==> config.mk <==
export PLATFORM = sky130hd
export DESIGN_NAME = pad_pok_monitor
export DESIGN_NICKNAME = d
export VERILOG_FILES = /design/src/rtl/pad_pok_monitor.sv
export SDC_FILE = /design/constraint.sdc
export NUM_CORES = 1
export LEC_CHECK = 0
export CORE_MARGIN = 2
export CORE_UTILIZATION = 55
export CTS_CLUSTER_DIAMETER = 80
export DETAILED_ROUTE_END_ITERATION = 8
export DONT_BUFFER_PORTS = 1
export PLACE_DENSITY = 0.75
export SYNTH_ARGS = -nofsm -noshare
export SYNTH_HDL_FRONTEND = slang
export SYNTH_SLANG_ARGS = --single-unit
==> constraint.sdc <==
create_clock -name clk_i -period 3.5 [get_ports clk_i]
set_input_delay 0.35 -clock clk_i [delete_from_list [all_inputs] [get_ports clk_i]]
set_output_delay 0.35 -clock clk_i [all_outputs]
set_load 0.05 [all_outputs]
==> src/rtl/pad_pok_monitor.sv <==
// ---------------------------------------------------------------------------
// pad_pok_monitor
//
// Purpose:
//   Watches the per-IO-bank pad power-ok bits coming from the physical pad
//   layer. Each bit is brought into clk_i through a 2-flop synchroniser.
//   A bank is raw-good when all of its bits are 1. Each bank has a small
//   STABLE/FILTER debounce FSM. The FSM accepts a new level only after it
//   has held for DebounceCycles consecutive synchronised cycles. The block
//   reports a debounced per-bank power-good, rise/fall event pulses and a
//   sticky per-bank failure flag.
//
// Optional feature:
//   Define PAD_POK_MON_GLITCH_CNT_EN to add glitch_cnt_o. This is an 8-bit
//   saturating count, per bank, of rejected glitches. A rejected glitch is a
//   FILTER->STABLE return where the raw level comes back to the accepted
//   level before the debounce completes.
//
// Ports:
//   clk_i          clock
//   rst_ni         asynchronous active-low reset (release expected synchronous)
//   pad_pok_i      asynchronous power-ok bits, bank b at [b*PokWidth +: PokWidth]
//   fail_clr_i     per-bank level clear of the sticky fail flag
//   bank_ok_o      debounced power-good per bank
//   all_ok_o       AND of bank_ok_o, registered alongside it
//   rise_o         one-cycle pulse when a bank's bank_ok_o goes 0->1
//   fall_o         one-cycle pulse when a bank's bank_ok_o goes 1->0
//   fail_sticky_o  set on a fall, held until fail_clr_i (set wins)
//   glitch_cnt_o   (PAD_POK_MON_GLITCH_CNT_EN only) 8 bits per bank
//
// Handshake note: there is no valid/ready flow here. Every input is sampled
// on every clock. Every pulse output is valid for exactly one clk_i cycle.
// ---------------------------------------------------------------------------
module pad_pok_monitor #(
    parameter int NIoBanks       = 4,
    parameter int PokWidth       = 2,
    parameter int DebounceCycles = 8
) (
    input  logic                         clk_i,
    input  logic                         rst_ni,
    input  logic [NIoBanks*PokWidth-1:0] pad_pok_i,
    input  logic [NIoBanks-1:0]          fail_clr_i,
    output logic [NIoBanks-1:0]          bank_ok_o,
    output logic                         all_ok_o,
    output logic [NIoBanks-1:0]          rise_o,
    output logic [NIoBanks-1:0]          fall_o,
    output logic [NIoBanks-1:0]          fail_sticky_o
`ifdef PAD_POK_MON_GLITCH_CNT_EN
    ,
    output logic [NIoBanks*8-1:0]        glitch_cnt_o
`endif
);

    localparam int                 CntW    = $clog2(DebounceCycles + 1);
    localparam logic [CntW-1:0]    CntLast = CntW'(DebounceCycles - 1);
    localparam logic [CntW-1:0]    CntOne  = CntW'(1);

    typedef enum logic {
        STABLE = 1'b0,
        FILTER = 1'b1
    } deb_state_e;

    // -----------------------------------------------------------------------
    // 2-flop synchroniser, reset value 0
    // -----------------------------------------------------------------------
    logic [NIoBanks*PokWidth-1:0] sync1_q, sync2_q;

    always_ff @(posedge clk_i or negedge rst_ni) begin
        if (!rst_ni) begin
            sync1_q <= '0;
            sync2_q <= '0;
        end else begin
            sync1_q <= pad_pok_i;
            sync2_q <= sync1_q;
        end
    end

    logic [NIoBanks-1:0] raw_good;

    always_comb begin
        raw_good = '0;
        for (int b = 0; b < NIoBanks; b++) begin
            raw_good[b] = &sync2_q[b*PokWidth +: PokWidth];
        end
    end

    // -----------------------------------------------------------------------
    // Per-bank debounce FSM and event/flag registers
    // -----------------------------------------------------------------------
    deb_state_e          state_q [NIoBanks];
    deb_state_e          state_d [NIoBanks];
    logic [CntW-1:0]     cnt_q   [NIoBanks];
    logic [CntW-1:0]     cnt_d   [NIoBanks];

    logic [NIoBanks-1:0] bank_ok_q, bank_ok_d;
    logic [NIoBanks-1:0] rise_q, rise_d;
    logic [NIoBanks-1:0] fall_q, fall_d;
    logic [NIoBanks-1:0] sticky_q, sticky_d;
    logic                all_ok_q, all_ok_d;
    logic [NIoBanks-1:0] toggle;
    logic [NIoBanks-1:0] glitch;

    always_comb begin
        toggle = '0;
        glitch = '0;
        for (int b = 0; b < NIoBanks; b++) begin
            state_d[b] = state_q[b];
            cnt_d[b]   = cnt_q[b];
            unique case (state_q[b])
                STABLE: begin
                    cnt_d[b] = '0;
                    if (raw_good[b] != bank_ok_q[b]) begin
                        // With a one-cycle debounce the first mismatching
                        // sample is already enough, so FILTER is skipped.
                        if (DebounceCycles == 1) begin
                            toggle[b] = 1'b1;
                        end else begin
                            state_d[b] = FILTER;
                            cnt_d[b]   = CntOne;
                        end
                    end
                end
                FILTER: begin
                    if (raw_good[b] == bank_ok_q[b]) begin
                        state_d[b] = STABLE;
                        cnt_d[b]   = '0;
                        glitch[b]  = 1'b1;
                    end else if (cnt_q[b] == CntLast) begin
                        state_d[b] = STABLE;
                        cnt_d[b]   = '0;
                        toggle[b]  = 1'b1;
                    end else begin
                        cnt_d[b] = cnt_q[b] + CntOne;
                    end
                end
                default: begin
                    state_d[b] = STABLE;
                    cnt_d[b]   = '0;
                end
            endcase
        end

        bank_ok_d = bank_ok_q ^ toggle;
        rise_d    = toggle & ~bank_ok_q;
        fall_d    = toggle & bank_ok_q;
        // A fall in the same cycle as a clear keeps the flag set.
        sticky_d  = fall_d | (sticky_q & ~fail_clr_i);
        all_ok_d  = &bank_ok_d;
    end

    always_ff @(posedge clk_i or negedge rst_ni) begin
        if (!rst_ni) begin
            for (int b = 0; b < NIoBanks; b++) begin
                state_q[b] <= STABLE;
                cnt_q[b]   <= '0;
            end
            bank_ok_q <= '0;
            rise_q    <= '0;
            fall_q    <= '0;
            sticky_q  <= '0;
            all_ok_q  <= 1'b0;
        end else begin
            for (int b = 0; b < NIoBanks; b++) begin
                state_q[b] <= state_d[b];
                cnt_q[b]   <= cnt_d[b];
            end
            bank_ok_q <= bank_ok_d;
            rise_q    <= rise_d;
            fall_q    <= fall_d;
            sticky_q  <= sticky_d;
            all_ok_q  <= all_ok_d;
        end
    end

    assign bank_ok_o     = bank_ok_q;
    assign all_ok_o      = all_ok_q;
    assign rise_o        = rise_q;
    assign fall_o        = fall_q;
    assign fail_sticky_o = sticky_q;

`ifdef PAD_POK_MON_GLITCH_CNT_EN
    // -----------------------------------------------------------------------
    // Rejected-glitch counters
    // -----------------------------------------------------------------------
    logic [7:0] gcnt_q [NIoBanks];
    logic [7:0] gcnt_d [NIoBanks];
    logic [7:0] gcnt_base;

    always_comb begin
        gcnt_base = '0;
        for (int b = 0; b < NIoBanks; b++) begin
            gcnt_d[b] = gcnt_q[b];
            if (glitch[b]) begin
                // A clear and a glitch in the same cycle leave a count of 1.
                gcnt_base = fail_clr_i[b] ? 8'd0 : gcnt_q[b];
                gcnt_d[b] = (gcnt_base == 8'hFF) ? 8'hFF : gcnt_base + 8'd1;
            end else if (fail_clr_i[b]) begin
                gcnt_d[b] = 8'd0;
            end
        end
    end

    always_ff @(posedge clk_i or negedge rst_ni) begin
        if (!rst_ni) begin
            for (int b = 0; b < NIoBanks; b++) begin
                gcnt_q[b] <= '0;
            end
        end else begin
            for (int b = 0; b < NIoBanks; b++) begin
                gcnt_q[b] <= gcnt_d[b];
            end
        end
    end

    always_comb begin
        glitch_cnt_o = '0;
        for (int b = 0; b < NIoBanks; b++) begin
            glitch_cnt_o[b*8 +: 8] = gcnt_q[b];
        end
    end
`else
    logic unused_glitch;
    assign unused_glitch = ^glitch;
`endif

    // -----------------------------------------------------------------------
    // Assertions
    // -----------------------------------------------------------------------
    a_rise_fall_excl: assert property (@(posedge clk_i) disable iff (!rst_ni)
        (rise_o & fall_o) == '0);

    a_sticky_only_on_fall: assert property (@(posedge clk_i) disable iff (!rst_ni)
        ((fail_sticky_o & ~$past(fail_sticky_o)) & ~fall_o) == '0);

    a_debounce_range: assert property (@(posedge clk_i)
        (DebounceCycles >= 1) && (DebounceCycles <= 255));

endmodule

==> results of run 1 <==
stage by stage:
stage | hold WS (ps) | worst slack, ps | cell area [um^2] | total power, uW
global placement | 56.1 | 1600 | 2040 | 661
CTS | 112 | 1490 | 2220 | 953
detailed placement | 55.8 | 1520 | 2040 | 663
floorplan | 54.4 | 1680 | 1980 | 658
finish | 130 | 1520 | 2220 | 940
global route | 104 | 1330 | 2220 | 993
sequential cells by signal (all words and copies together) (netlist names):
name	count
sync2_q	8
sync1_q	8
fall_o	4
cnt_q	16
bank_ok_o	4
rise_o	4
all_ok_o	1
state_q	4
fail_sticky_o	4
per-layer routing:
layer  share of wire  GRT usage  routed length [um]  vias up
met2            0.53      0.299                1540       27
met4           0.026      0.106                  77        0
li1                -          -                   -      513
met3           0.044     0.0669                 130        7
met5               0          0                   0        -
met1            0.40      0.194                1180      536
synth_stat cells, types with 3 or more instances:
cell     count  area, um^2
dfrtp_1     53        1330
a21oi_1      4        20.0
o21a_1       4        30.0
a21o_1       4        30.0
xnor2_1      4        35.0
o21ai_2      3        26.3
nor2_1      19        71.3
nand3_1      4        20.0
ha_1        12         150
mux2i_1      3        30.0
and3b_1      7        61.3
inv_1       14        52.6
worst max-delay path: stages, from the launching register on:
cell	delay, ps
dfrtp_1	720
a21boi_2	290
o21ai_2	110
nor3_1	240
ha_1	300
nor4_1	240
final cells by class:
cell class	instances	area, um^2
multi-input combinational	79	602
sequential	53	1330
clock buffer	6	51.3
clock inverter	1	7.51
tap	46	57.6
timing repair buffer	10	118
fill	255	1170
inverter	15	56.3
power by group through the flow:
| stage | Sequential, uW | Clock, uW | Combinational [uW] |
|---|---|---|---|
| after global placement | 646 | 0 | 14.3 |
| after detailed placement | 648 | 0 | 15.1 |
| after global routing | 638 | 312 | 43.7 |
| after CTS | 636 | 279 | 38.5 |
| final | 635 | 267 | 37.6 |
| after floorplan | 645 | 0 | 13.1 |
cell families after synthesis:
kind of cell,share of synthesized area
compound gates,0.0668
flops,0.668
simple gates,0.115
mux,0.0151
xor+xnor,0.0303
buf+inv,0.0284
fa+ha+maj,0.0757
repair_timing:
action / CTS / global route
gates resized for setup: 0 / 0
endpoints found under the setup margin: 0 / 0
endpoints found under the hold margin: 61 / 0
hold buffers: 10 / 0
worst min path at each step:
stage	slack (ps)	to
floorplan	50	all_ok_o
CTS	110	fail_sticky_o[2]
detailed placement	60	state_q[2]
global route	100	fail_sticky_o[2]
finish	130	fail_sticky_o[2]
global placement	60	cnt_q[8]
==> impl_metrics.ini, run 1 <==
[setup_path]
critPathKind = register to register
rr_endpoint = all_ok_o
worstPathArrival_ps = 2270
rr_worst_depth = 5
crit_path_end = all_ok_o
setup.worst_path.start_class = register
startpoint = bank_ok_o[2]
critPathRequiredTime_ps = 3780
end_kind = register
r2r_slack_ps = 1520
reg2reg_from = bank_ok_o[2]
critPathMaxFanout = 5

[clock_tree]
clk_pin_slew_worst_paths_ps = 130
cts.sinks = 53
root_buffer = clkbuf_4
numCtsBuffers = 5
clk_latency_ps = 370
h-tree-depth = 2
postCtsSetupBuffers = 0
cts_buffer_depth = 2
cts_tree = done

[final_layout]
syn_to_final_growth_pct = 11.8
final_nets = 190
drive_above_1_share = 0.110
mostFrequentLayoutCells = dfrtp_1 (53), nor2_1 (19), inv_1 (14)
stdcell_count = 210
fin_util = 0.654
layout_commonest_cell = dfrtp_1
diodes = 0

[power]
p_seq_frac = 0.676
ir_worst_vdd_mv = 0.316
p_int_uw = 738
p_sw_uw = 202
swShare = 0.215
power_leakage_uw = 0.00116
combPwrFrac = 0.040
pwr-share-clk = 0.284
pwr_density_cell_mw_per_mm2 = 424

[yosys]
async_flop_share = 1.00
synth-main-ff-cell = dfrtp_1
synth_seq_area_share = 0.668
syn-num-nets = 173
postSynthAreaPerCell_um2 = 13.5
yosys_warnings = 0
synth_edf_count = 0
ys_types = 25
syn_inst = 147
ys_ff_latch = 53
syn_area_mm2 = 0.00198

[global_routing]
grt.overflow.total = 0
antenna_found_initial = 0
grt_usage = 0.180
grt_pass1_vias = 1205
grt_max_degree = 54
grt_pass1_wl_um = 5330

[sta]
final.period_utilization = 0.566
hold_violations = 0
setup_viol = 0
fin_tns_setup_ps = 0
min_period_ps = 1980
clock.fmax_mhz = 505
final_max_slew_viol_count = 0
grt_setup_unrepaired = no
worst_slew_pin_slew_ps = 563
relSlewSlack = 0.625
fin_skew_ps = 9.22

[route]
wire_per_inst_um = 14.0
routed_wl_um = 2930
route.detailed.drc = 0
via_count = 1083
antenna_violating_nets_post_route = 0
first_pass_iters = 4
dr.first_iter.drc_count = 35
viasPerCell = 5.16

[outcome]
status = complete, no violations

[die]
die_area_mm2 = 0.00410
initial_core_util = 0.585
dieWidth_um = 64.1
row_count = 21
die_y_um = 64.1
core_area_mm2 = 0.00339
io_pins = 31

[placement]
port_buffers = 0
dp_cells = 193
dpl.hpwl_um = 2100
place_congestion = 0.748

[hold_path]
min_path_type = input pin to register
hold_depth = 2
hp-start = fail_clr_i[2]

[job]
maxCapViolCount = 0
Power figures use the tool's default switching activity.
==> run 2, diff against run 1 <==
--- a/config.mk
+++ b/config.mk
@@ -10,7 +10,7 @@
 export CTS_CLUSTER_DIAMETER = 80
 export DETAILED_ROUTE_END_ITERATION = 8
 export DONT_BUFFER_PORTS = 1
-export PLACE_DENSITY = 0.75
+export PLACE_DENSITY = 0.78
 export SYNTH_ARGS = -nofsm -noshare
 export SYNTH_HDL_FRONTEND = slang
 export SYNTH_SLANG_ARGS = --single-unit
==> constraint.sdc (replaced) <==
create_clock -name clk_i -period 1.6 [get_ports clk_i]
set_input_delay 0.16 -clock clk_i [delete_from_list [all_inputs] [get_ports clk_i]]
set_output_delay 0.16 -clock clk_i [all_outputs]
set_load 0.05 [all_outputs]
==> run 2 against run 1 <==
Combinational power grew to 2.8 times the previous value; die area is the same; fmax rose by 26%; largest cell class unchanged; highest routed layer unchanged.
==> impl_metrics.ini, run 2 (synthesis gave the netlist of run 1 again) <==
[outcome]
status = complete, no violations

[global_routing]
grt_max_degree = 54
grt_usage = 0.180
grt.overflow.total = 0
antenna_found_initial = 0
grt_pass1_vias = 1191
grt_pass1_wl_um = 5330

[route]
wire_per_inst_um = 14.1
met1_length_um = 1350
first_pass_iters = 4
wl_met2_um = 1650
dr.first_iter.drc_count = 62
route.detailed.drc = 0
viasPerCell = 5.08
dr.max_layer_used = met4
wl_met3_um = 156
antenna_violating_nets_post_route = 0
via_count = 1173
routed_wl_um = 3260

[hold_path]
min_path_type = input pin to async pin

[final_layout]
layout_commonest_cell = dfrtp_1
n_fill_cell = 217
top_register = cnt_q
reg.largest.list = cnt_q: 16 flops, sync1_q: 8 flops, sync2_q: 8 flops
mostFrequentLayoutCells = dfrtp_1 (49), nor2_1 (19), buf_4 (16)
diodes = 0
stdcell_count = 231
drive_above_1_share = 0.270
largest_reg_flops = 16
final_nets = 210
syn_to_final_growth_pct = 24.3
fin_util = 0.728

[die]
die_y_um = 64.1
core_area_mm2 = 0.00339
io_pins = 31
initial_core_util = 0.585
die_area_mm2 = 0.00410
dieWidth_um = 64.1
row_count = 21

[clock_tree]
clk_latency_ps = 370
root_buffer = clkbuf_4
cts_buffer_depth = 2
cts.sinks = 53
cts_tree = done
clk_pin_slew_worst_paths_ps = 140
h-tree-depth = 2
numCtsBuffers = 5

[sta]
grt_setup_unrepaired = no
final.period_utilization = 0.984
holdWs_ps = 288
setup_viol = 0
clock.fmax_mhz = 635
hold_violations = 0
final_max_slew_viol_count = 0
fin_tns_setup_ps = 0
worst_slew_pin_slew_ps = 474
fin_skew_ps = 19.3
min_period_ps = 1570
relSlewSlack = 0.684

[setup_path]
end_kind = register
critPathRequiredTime_ps = 1890
critPathMaxFanout = 2
worstPathArrival_ps = 1860
setup.worst_path.start_class = register
critPathKind = register to register

[power]
combPwrFrac = 0.050
pwr-share-clk = 0.287
power_leakage_uw = 0.00125
p_sw_uw = 454
ir_worst_vdd_mv = 0.738
p_seq_frac = 0.663
swShare = 0.217
pwr_density_cell_mw_per_mm2 = 850
p_int_uw = 1640

[placement]
place_congestion = 0.767
dpl.hpwl_um = 2110
dp_cells = 204
port_buffers = 0

[job]
maxCapViolCount = 0
run 2: changes by cell type in the layout (fill, tap and decap cells not counted), sizes merged:
cell / delta
buf: +16
clkbuf: +2
clkinvlp: -1
dlygate4sd3: +4
run 2: worst paths after layout:
path,from,to,slack (ps),depth (start not counted)
max,cnt_q[9],all_ok_o,30,5
min,rst_ni,rise_o[1],290,2
max reg2reg,cnt_q[9],all_ok_o,30,5
min reg2reg,sync1_q[5],sync2_q[5],360,0
max in group asynchronous,rst_ni,bank_ok_o[0],1070,2
min in group clk_i,pad_pok_i[2],sync1_q[2],330,1
run 2: metrics by stage:
stage	setup slack, ps	total power [uW]	instance area (um^2)
after global placement	60.0	1450	2150
after detailed placement	-5.21	1460	2150
after global routing	5.06	2190	2470
final	26.0	2100	2470
after CTS	14.3	2120	2380
after floorplan	-10.0	1440	2010
run 2: critical path: stages, from the launching register on:
cell and delay, ps:
dfrtp_1 440, ha_2 210, and3b_2 210, nor2b_4 140
ha_4 240, nor4_1 260
run 2: power groups by stage:
stage / logic (uW) / clock network [uW] / registers [uW]
finish: 104 / 601 / 1390
global placement: 40.8 / 0 / 1410
detailed placement: 43.5 / 0 / 1420
floorplan: 31.2 / 0 / 1410
global route: 118 / 679 / 1390
CTS: 103 / 629 / 1390
run 2: layout make-up:
cell class | instances | area, um^2 | share of cell area
clock buffer | 8 | 58.8 | 0.0238
inverter | 15 | 58.8 | 0.0238
multi-input combinational | 79 | 682 | 0.277
sequential | 53 | 1330 | 0.540
tap | 46 | 57.6 | 0.0233
timing repair buffer | 30 | 278 | 0.113
run 2: per-layer routing:
metal / up-vias / GRT usage
li1: 555 / -
met1: 580 / 0.188
met2: 30 / 0.297
met3: 8 / 0.0739
met4: 0 / 0.117
met5: - / 0
run 2: timing repair:
action                                  CTS  global route
gates cloned                              0             0
gates resized for setup                   2            10
hold endpoints to repair                 65             0
endpoints found under the setup margin    1             1
buffers inserted                          0             5
hold buffers                             14             0
pin swaps                                 1             5
